==> src/rtl/sdram_port_arb.sv <==
// CPU/DMA byte-access slot arbiter in front of the clkref-locked SDRAM controller.
// Build option: SDRAM_ARB_RR_EN selects round-robin instead of fixed DMA-over-CPU priority.
module sdram_port_arb #(
  parameter int unsigned CYCLE_LEN  = 14,
  parameter int unsigned SYNC_PHASE = 1,
  parameter int unsigned READ_PHASE = 7,
  localparam int unsigned ADDR_W    = 25,
  localparam int unsigned DATA_W    = 8,
  localparam int unsigned WORD_W    = 16
) (
  input  logic              clk,
  input  logic              reset_n,
  input  logic              clkref,
  input  logic              cpu_req,
  input  logic              cpu_we,
  input  logic [ADDR_W-1:0] cpu_addr,
  input  logic [DATA_W-1:0] cpu_din,
  output logic [DATA_W-1:0] cpu_dout,
  output logic              cpu_ack,
  input  logic              dma_req,
  input  logic              dma_we,
  input  logic [ADDR_W-1:0] dma_addr,
  input  logic [DATA_W-1:0] dma_din,
  output logic [DATA_W-1:0] dma_dout,
  output logic              dma_ack,
  output logic [ADDR_W-1:0] mem_addr,
  output logic              mem_aux,
  output logic              mem_we,
  output logic [DATA_W-1:0] mem_din,
  input  logic [WORD_W-1:0] mem_dout
);

  localparam int unsigned PH_W = $clog2(CYCLE_LEN);

  typedef enum logic [1:0] {OWN_NONE, OWN_CPU, OWN_DMA} owner_t;

  typedef struct packed {
    logic              we;
    logic [ADDR_W-1:0] addr;
    logic [DATA_W-1:0] din;
  } port_req_t;

  logic [PH_W-1:0]   ph, ph_nxt;
  logic              clkref_d;
  logic              locked, locked_nxt;
  owner_t            owner, owner_nxt;
  logic              pend, pend_nxt;
  logic [ADDR_W-1:0] mem_addr_nxt;
  logic              mem_aux_nxt, mem_we_nxt;
  logic [DATA_W-1:0] mem_din_nxt, cpu_dout_nxt, dma_dout_nxt;
  logic              cpu_ack_nxt, dma_ack_nxt;

  logic              rise_c, grant_c, read_ph_c, cpu_elig_c, dma_elig_c;
  owner_t            win_c;
  port_req_t         sel_c;
  logic [DATA_W-1:0] lane_c;

`ifdef SDRAM_ARB_RR_EN
  logic              rr_last_dma, rr_last_dma_nxt;
`endif

  assign rise_c     = clkref & ~clkref_d;
  assign grant_c    = locked && (ph == PH_W'(CYCLE_LEN - 1));
  assign read_ph_c  = pend && (ph == PH_W'(READ_PHASE));
  // A port whose access has not yet been acked cannot win again
  assign cpu_elig_c = cpu_req && !(pend && owner == OWN_CPU);
  assign dma_elig_c = dma_req && !(pend && owner == OWN_DMA);
  assign sel_c      = (win_c == OWN_DMA) ? port_req_t'({dma_we, dma_addr, dma_din})
                                         : port_req_t'({cpu_we, cpu_addr, cpu_din});
  assign lane_c     = mem_aux ? mem_dout[WORD_W-1:DATA_W] : mem_dout[DATA_W-1:0];

  // Slot winner selection
  always_comb begin
    win_c = OWN_NONE;
`ifdef SDRAM_ARB_RR_EN
    if (cpu_elig_c && dma_elig_c) win_c = rr_last_dma ? OWN_CPU : OWN_DMA;
    else if (dma_elig_c)          win_c = OWN_DMA;
    else if (cpu_elig_c)          win_c = OWN_CPU;
`else
    if (dma_elig_c)      win_c = OWN_DMA;
    else if (cpu_elig_c) win_c = OWN_CPU;
`endif
  end

  // Phase tracking, grant latch and read-phase ack
  always_comb begin
    ph_nxt       = ph;
    locked_nxt   = locked;
    owner_nxt    = owner;
    pend_nxt     = pend;
    mem_addr_nxt = mem_addr;
    mem_aux_nxt  = mem_aux;
    mem_we_nxt   = mem_we;
    mem_din_nxt  = mem_din;
    cpu_dout_nxt = cpu_dout;
    dma_dout_nxt = dma_dout;
    cpu_ack_nxt  = 1'b0;
    dma_ack_nxt  = 1'b0;
`ifdef SDRAM_ARB_RR_EN
    rr_last_dma_nxt = rr_last_dma;
`endif

    if (rise_c) begin
      ph_nxt     = PH_W'(SYNC_PHASE);
      locked_nxt = 1'b1;
    end else if (ph == PH_W'(CYCLE_LEN - 1)) begin
      ph_nxt = '0;
    end else begin
      ph_nxt = ph + PH_W'(1);
    end

    if (read_ph_c) begin
      pend_nxt = 1'b0;
      if (owner == OWN_CPU) begin
        cpu_ack_nxt = 1'b1;
        if (!mem_we) cpu_dout_nxt = lane_c;
      end
      if (owner == OWN_DMA) begin
        dma_ack_nxt = 1'b1;
        if (!mem_we) dma_dout_nxt = lane_c;
      end
    end

    // Empty slot becomes a harmless dummy read at the previous address
    if (grant_c) begin
      owner_nxt  = win_c;
      pend_nxt   = (win_c != OWN_NONE);
      mem_we_nxt = 1'b0;
      if (win_c != OWN_NONE) begin
        mem_addr_nxt = {1'b0, sel_c.addr[ADDR_W-1:1]};
        mem_aux_nxt  = sel_c.addr[0];
        mem_we_nxt   = sel_c.we;
        mem_din_nxt  = sel_c.din;
`ifdef SDRAM_ARB_RR_EN
        rr_last_dma_nxt = (win_c == OWN_DMA);
`endif
      end
    end
  end

  always_ff @(posedge clk) begin
    if (!reset_n) begin
      clkref_d <= 1'b0;
      ph       <= '0;
      locked   <= 1'b0;
      owner    <= OWN_NONE;
      pend     <= 1'b0;
      mem_addr <= '0;
      mem_aux  <= 1'b0;
      mem_we   <= 1'b0;
      mem_din  <= '0;
      cpu_dout <= '0;
      dma_dout <= '0;
      cpu_ack  <= 1'b0;
      dma_ack  <= 1'b0;
`ifdef SDRAM_ARB_RR_EN
      rr_last_dma <= 1'b0;
`endif
    end else begin
      clkref_d <= clkref;
      ph       <= ph_nxt;
      locked   <= locked_nxt;
      owner    <= owner_nxt;
      pend     <= pend_nxt;
      mem_addr <= mem_addr_nxt;
      mem_aux  <= mem_aux_nxt;
      mem_we   <= mem_we_nxt;
      mem_din  <= mem_din_nxt;
      cpu_dout <= cpu_dout_nxt;
      dma_dout <= dma_dout_nxt;
      cpu_ack  <= cpu_ack_nxt;
      dma_ack  <= dma_ack_nxt;
`ifdef SDRAM_ARB_RR_EN
      rr_last_dma <= rr_last_dma_nxt;
`endif
    end
  end

endmodule

==> config.mk <==
export PLATFORM = sky130hd
export DESIGN_NAME = sdram_port_arb
export DESIGN_NICKNAME = d
export VERILOG_FILES = /design/src/rtl/sdram_port_arb.sv
export SDC_FILE = /design/constraint.sdc
export NUM_CORES = 1
export LEC_CHECK = 0
export CAP_MARGIN = 20
export CORE_ASPECT_RATIO = 0.5
export CORE_MARGIN = 2
export CORE_UTILIZATION = 40
export CTS_CLUSTER_DIAMETER = 120
export CTS_CLUSTER_SIZE = 14
export DETAILED_ROUTE_END_ITERATION = 8
export GPL_TIMING_DRIVEN = 0
export PLACE_DENSITY_LB_ADDON = 0.05
export SLEW_MARGIN = 20
export SYNTH_ARGS = -nofsm -noshare
export SYNTH_HDL_FRONTEND = slang
export SYNTH_SLANG_ARGS = --single-unit
export TNS_END_PERCENT = 1
==> constraint.sdc <==
create_clock -name clk -period 1.8 [get_ports clk]
set_clock_uncertainty 0.05 [all_clocks]
set_input_delay 0.18 -clock clk [delete_from_list [all_inputs] [get_ports clk]]
set_output_delay 0.18 -clock clk [all_outputs]
set_load 0.05 [all_outputs]
==> results of run 1 <==
registers in the layout, summed over array words and instances (netlist names):
register / cells
pend: 1
mem_din: 8
dma_dout: 8
owner: 2
clkref_d: 1
ph: 4
mem_we: 1
mem_addr: 24
cpu_dout: 8
cpu_ack: 1
dma_ack: 1
mem_aux: 1
locked: 1
through the flow:
step / cells / util [%] / TNS, ns / cell area (µm²) / hold slack [ns]
5_1_grt: 569 / 69.7 / -1.61 / 4800 / 0.417
3_5_place_dp: 552 / 64.6 / -6.62 / 4450 / 0.441
3_3_place_gp: 552 / 64.6 / -5.43 / 4450 / 0.436
2_1_floorplan: 320 / - / 0 / 2930 / 0.248
6_report: 569 / 69.7 / 0 / 4800 / 0.404
4_1_cts: 568 / 68.9 / 0 / 4740 / 0.388
area by class of cell:
class	instances	share of cell area (%)
buffer	29	4.23
clock buffer	9	4.69
clock inverter	7	1.38
inverter	5	0.391
multi-input combinational	225	32.1
sequential	61	25.5
tap	92	2.40
timing repair buffer	141	29.3
critical path: stages, from the launching register on:
cell,delay [ns]
dfxtp_1,0.32
inv_1,0.06
ha_1,0.18
nand4_1,0.21
nor2_4,0.24
buf_2,0.25
a21oi_1,0.12
a311oi_2,0.27
timing repair:
item / in CTS / in global routing
endpoints found under the setup margin: 33 / 35
pin swaps: 2 / 1
gates resized for setup: 3 / 16
buffers inserted: 0 / 1
Yosys cell counts (2+ instances only):
| library cell | count | area share [%] |
|---|---|---|
| a211oi_1 | 16 | 4.1 |
| a21boi_0 | 2 | 0.51 |
| a21oi_1 | 36 | 6.1 |
| a311oi_1 | 4 | 1.2 |
| a311oi_2 | 29 | 15 |
| and2_1 | 2 | 0.43 |
| buf_2 | 8 | 1.4 |
| buf_4 | 4 | 1.0 |
| buf_6 | 4 | 1.5 |
| clkbuf_1 | 13 | 1.7 |
| dfxtp_1 | 61 | 42 |
| ha_1 | 2 | 0.85 |
| inv_1 | 4 | 0.51 |
| mux2i_1 | 8 | 2.7 |
| nand2_1 | 37 | 4.7 |
| nand2b_1 | 2 | 0.43 |
| nand3_1 | 40 | 6.8 |
| nor2_1 | 27 | 3.5 |
| nor2b_1 | 2 | 0.43 |
| nor3_4 | 2 | 1.1 |
| o21ai_0 | 2 | 0.34 |
metal layers:
layer	routed length (µm)	part of all wire, %	track usage [%]	up-vias
met1	3750	42	26.0	1433
li1	-	-	-	1475
met5	0	0	0	-
met3	610	6.9	6.36	16
met2	4340	49	38.2	117
met4	145	1.6	8.33	0
how the worst max path moves through the flow:
stage                         from           end  depth (start not counted)
after floorplan              ph[0]  mem_addr[22]                          7
after global placement     dma_req   mem_addr[0]                          5
after detailed placement   dma_req   mem_addr[5]                          5
after CTS                    ph[1]    mem_din[2]                          8
after global routing      owner[0]   mem_addr[5]                          4
final                        ph[1]   mem_addr[5]                          7
kinds of logic after synthesis:
logic type	share of synthesized area, %
compound gates	28.1
xor+xnor	0.598
fa+ha+maj	0.854
buf+inv	6.23
flops	41.7
mux	2.73
other cells	0.128
simple gates	19.6
power breakdown:
group          internal [mW]  switching (mW)
Clock                   1.06           0.608
Sequential              1.36         0.00649
Combinational          0.209           0.142
Total                   2.63           0.757
==> out/results.ini, run 1 <==
[outcome]
status=finished clean

[power]
vdd_drop_max_uv=570
p_leak_nw=1.62
powerDensity_nw_per_um2=706
p_total_mw=3.39

[cells_and_area]
num_antenna_cells=0
seq_area_um2=1220
fillers=541
mostFrequentLayoutCells=clkdlybuf4s50_1 (139), dfxtp_1 (60), nand3_1 (40)
drive_above_1_share_pct=16.1
fin_nets=563
syn_to_final_growth_pct=63.7
layout_commonest_cell=clkdlybuf4s50_1
multi_input_area_um2=1540

[floorplan]
die_area_um2=8070
core-area_um2=6880
start_util_pct=42.6
die_w_um=125
io-pin-count=142
die_h_um=64.5
rows=21

[worst_setup_path]
r2r_setup_slack_ns=0.01
r2r_start=ph[1]
start_kind=flop
r2r_end=mem_addr[5]
rr_worst_depth=7
crit_arrival_ns=1.96
crit_path_max_fanout=10
path_class=reg -> reg
crit_required_ns=1.97
cp-end-kind=flop

[clocking]
cts_tree=built
cts_buffers=9
postCtsHoldBufs=0
htreeDepth=3
clk_pin_slew_worst_paths_ns=0.05
cts.path.max_buffers=2
clkLatencyLatePin_ns=0.32
root_buffer=clkbuf_16
cts.sinks=61

[logic_synthesis]
seq_area_frac_synth_pct=41.7
synthCells=320
syn_nets=411
avgSynthCellArea_um2=9.16
synth_cell_types=36
yosys_most_used_dff=dfxtp_1
synthArstFlopShare_pct=0
ys_warn_count=0
ys_ff_latch=61
syn-cell-area_um2=2930
synth_edf_count=0

[worst_hold_path]
hold_depth=3
min-delay-start=cpu_addr[13]
hold_end=mem_addr[12]
hp-class=in -> reg

[routing]
postRouteAntennaNets=0
vias=3041
drtIter0Drc=117
drt-total-wl_um=8850
avgViaCountPerCell=5.34
drc=0
wire_per_inst_um=15.5
first_pass_iters=4

[sta]
fmax_ghz=0.559
fin_crit_ns=1.79
layout_worst_path_cycle_share_pct=99.4
maxSlewViolCount=0
relSlewSlack_pct=50.6
rsz0062_at_grt=yes
tightest_slew_ns=0.741
hold_viol=0
fin_ws_ns=0.0110
setup_viol=0

[place]
place_congestion=0.797
pre_cts_ws_ns=-0.291
dp_hpwl_um=6660
port_buffers=140

[run]
cap_violations=0

[global_route]
grt_start_max_net_pins=12
grt_pass1_wl_um=14300
antenna_found_initial=0
grt_pass1_vias=3103
track_usage_pct=21.9
gr-total-overflow=0

No activity file was read; power rests on OpenSTA's default activity.
==> run 2, diff against run 1 <==
--- a/config.mk
+++ b/config.mk
@@ -9,6 +9,7 @@
 export CORE_ASPECT_RATIO = 0.5
 export CORE_MARGIN = 2
 export CORE_UTILIZATION = 40
+export CTS_BUF_LIST = sky130_fd_sc_hd__clkbuf_8 sky130_fd_sc_hd__clkbuf_16
 export CTS_CLUSTER_DIAMETER = 120
 export CTS_CLUSTER_SIZE = 14
 export DETAILED_ROUTE_END_ITERATION = 8
==> results of run 2 <==
Final layout, timing and power as in run 1 (identical DEF).
==> run 3, diff against run 2 <==
--- a/config.mk
+++ b/config.mk
@@ -5,6 +5,7 @@
 export SDC_FILE = /design/constraint.sdc
 export NUM_CORES = 1
 export LEC_CHECK = 0
+export ABC_AREA = 1
 export CAP_MARGIN = 20
 export CORE_ASPECT_RATIO = 0.5
 export CORE_MARGIN = 2
@@ -15,6 +16,7 @@
 export DETAILED_ROUTE_END_ITERATION = 8
 export GPL_TIMING_DRIVEN = 0
 export PLACE_DENSITY_LB_ADDON = 0.05
+export SKIP_CTS_REPAIR_TIMING = 1
 export SLEW_MARGIN = 20
 export SYNTH_ARGS = -nofsm -noshare
 export SYNTH_HDL_FRONTEND = slang
==> run 3 against run 2 <==
Compared with the run above: setup slack improved by 0.045 ns; core utilization decreased by 3.0 points; sequential cell count unchanged; critical path depth decreased by 6; via count increased by 8.5%; final cell count increased by 35%; die area increased by 3.5%; register-to-register slack improved by 0.14 ns; global-route usage decreased by 0.90 points; critical path type is now reg -> out.
==> out/results.ini, run 3 <==
[outcome]
status=finished clean

[cells_and_area]
fillers=697  ; +29%
syn_to_final_growth_pct=61.3
fin_nets=756  ; +34%
layout.cells.non_filler=766  ; +35%
largest_reg_flops=24  ; unchanged
num_antenna_cells=0  ; unchanged
seq_area_um2=1220  ; unchanged
postLayoutCellArea_um2=4900  ; +2.1%
fin_util_pct=66.6  ; -3.0 points
multi_input_area_um2=1410  ; -8.5%
layout_commonest_cell=nand2_1
drive_above_1_share_pct=6.57  ; -9.6 points
largest_register=mem_addr
mostFrequentLayoutCells=nand2_1 (220), clkdlybuf4s50_1 (139), nor2_1 (85)

[logic_synthesis]
syn_nets=600  ; +46%
syn-cell-area_um2=3040  ; +3.6%
synth_cell_types=23  ; -36%
synth_compound_area_share_pct=4.08  ; -24 points
synthCells=509  ; +59%
synth_edf_count=0  ; unchanged
synth_top_family_by_area=simple AND/OR/NAND/NOR gates
synth_commonest_cells=nand2_1 (221), nor2_1 (85), inv_1 (73)
synth_fa_ha_area_share_pct=0.824  ; -0.030 points
ys_warn_count=0  ; unchanged
synthArstFlopShare_pct=0  ; unchanged
avgSynthCellArea_um2=5.97  ; -35%
synthSimpleGateAreaFrac_pct=41.1  ; +21 points
ys_ff_latch=61  ; unchanged
synth.mux.area_fraction_pct=0  ; -2.7 points
yosys.area.top_type_share_pct=40.2  ; -1.5 points
synth_top_cell_by_area=dfxtp_1
seq_area_frac_synth_pct=40.2  ; -1.5 points
synth_area_leaders=dfxtp_1 (40%), nand2_1 (27%), nor2_1 (11%), inv_1 (9.0%), o21ai_0 (2.6%)
synth_most_common_cell=nand2_1
synth_xor_area_share_pct=0  ; -0.60 points
yosys_most_used_dff=dfxtp_1

[place]
port_buffers=139  ; -0.71%
pre_cts_ws_ns=-0.0919  ; +0.199 ns
place_congestion=0.791  ; -0.83%
place_inst=744  ; +35%
placed_area_um2=4550  ; +2.3%
dp_hpwl_um=6130  ; -8.0%

[routing]
first_pass_iters=4  ; unchanged
drtIter0Drc=110  ; -6.0%
wire_per_inst_um=10.7  ; -31%
drt-total-wl_um=8210  ; -7.2%
vias=3298  ; +8.5%
postRouteAntennaNets=0  ; unchanged
avgViaCountPerCell=4.31  ; -19%
drc=0  ; unchanged

[sta]
fmax_ghz=0.573  ; +2.6%
layout_worst_path_cycle_share_pct=96.9  ; -2.5 points
relSlewSlack_pct=62.2  ; +12 points
tightest_slew_ns=0.566  ; -0.176 ns
hold_viol=0  ; unchanged
maxSlewViolCount=0  ; unchanged
fin_crit_ns=1.74  ; -0.0447 ns
fin_ws_ns=0.0556  ; +0.0447 ns
setup_viol=0  ; unchanged
holdWs_ns=0.248  ; -0.156 ns

[worst_setup_path]
critPathMaxStageDelay_ns=0.83  ; +0.51 ns
slowest_stage=clkdlybuf4s50_1
crit_chain=clkdlybuf4s50_1
cp-end-kind=output pin
path_class=reg -> out
worst_path_dominant_cell_family=buffers and inverters
crit_arrival_ns=1.51  ; -0.45 ns
critPathBufInv=1  ; -1
start_kind=flop
crit_required_ns=1.57  ; -0.40 ns
crit_path_max_fanout=3  ; -7

[clocking]
cts.path.max_buffers=2  ; unchanged
cts_tree=built
root_buffer=clkbuf_16
cts_buffers=9  ; unchanged
htreeDepth=3  ; unchanged
clk_pin_slew_worst_paths_ns=0.05  ; about the same
clkLatencyLatePin_ns=0.33  ; about the same
cts.sinks=61  ; unchanged

[power]
vdd_drop_max_uv=562  ; -1.3%
p_leak_nw=2.35  ; +45%
powerDensity_nw_per_um2=692  ; -1.9%

[floorplan]
die_area_um2=8350  ; +3.5%
io-pin-count=142  ; unchanged
core-area_um2=7350  ; +6.8%
die_h_um=65.6  ; +1.7%
start_util_pct=41.3  ; -1.2 points
die_w_um=127  ; +1.7%
rows=22  ; +4.8%

[global_route]
grt_pass1_wl_um=13600  ; -5.1%
grt_pass1_vias=2967  ; -4.4%
use_met1_pct=25.0  ; -1.1 points
use_met3_pct=10.2  ; +3.8 points
grt_busiest_layer=met2
grt_start_max_net_pins=11  ; -1
grt_use_met2_pct=33.5  ; -4.7 points
track_usage_pct=21.0  ; -0.90 points
antenna_found_initial=0  ; unchanged
gr-total-overflow=0  ; unchanged

[run]
cap_violations=0  ; unchanged

[worst_hold_path]
hp-class=in -> reg

-- run 3: cell count changes in the layout (fill, tap and decap cells not counted), moves of 3 or more --
cell | previous run | this run
o21ai_0 | 2 | 15
buf_4 | 4 | 8
a211oi_1 | 16 | 0
a311oi_2 | 29 | 0
a311oi_1 | 4 | 0
nand3_1 | 40 | 6
a21oi_1 | 36 | 6
inv_1 | 4 | 74
clkbuf_1 | 11 | 8
buf_2 | 7 | 10
nor2_1 | 27 | 85
mux2i_1 | 8 | 0
nand2_1 | 36 | 220
buf_12 | 3 | 0
-- run 3: final cells by class --
| type | count | area share [%] |
|---|---|---|
| well taps | 96 | 2.45 |
| repair buffers | 145 | 29.3 |
| multi-input cells | 349 | 28.8 |
| inverters | 76 | 5.90 |
| clock buffers | 10 | 4.88 |
| clock inverters | 6 | 1.10 |
| plain buffers | 23 | 2.63 |
| flip-flops and latches | 61 | 25.0 |
-- run 3: worst reg2reg max path: cells and delay by family, from the launching register on --
kind / cells / cell delay (ns)
adder cells (fa/ha/maj): 1 / 0.13
flip-flops: 1 / 0.32
AND/OR/NAND/NOR: 5 / 0.64
buffers and inverters: 3 / 0.40
-- run 3: where the power goes --
part | switching (mW) | total (mW) | internal, mW
combinational | 0.136 | 0.351 | 0.215
clock | 0.583 | 1.67 | 1.09
sequential | 0.00566 | 1.37 | 1.36
-- run 3: final timing paths --
path	startpoint	end	slack, ns	cells after the start
worst max-delay path	mem_we	mem_we	0.06	1
worst min-delay path	reset_n	ph[0]	0.25	3
worst max register to register	ph[1]	mem_addr[6]	0.15	9
worst min register to register	ph[0]	ph[0]	0.42	1
-- run 3: metrics by stage --
step                      power [mW]  TNS (ns)
after floorplan                 1.52         0
after global placement          1.74   -0.0965
after detailed placement        1.74    -0.395
after CTS                       3.42    -0.645
after global routing            3.54   -0.0175
final                           3.39         0
-- run 3: logic make-up (layout without fill, tap and decap cells) --
| logic type | after synthesis | after routing |
|---|---|---|
| DFF | 61 | 61 |
| and+or+nand+nor | 322 | 322 |
| buffers and inverters | 99 | 260 |
| adders and majority gates | 2 | 2 |
| other | 1 | 1 |
| AOI/OAI and AO/OA | 24 | 24 |
-- run 3: layer usage --
layer  up-vias  share of wire, %
li1       1792                 -
met1      1383                45
met2       107                43
met3        16               9.8
met4         0               1.9
met5         -                 0
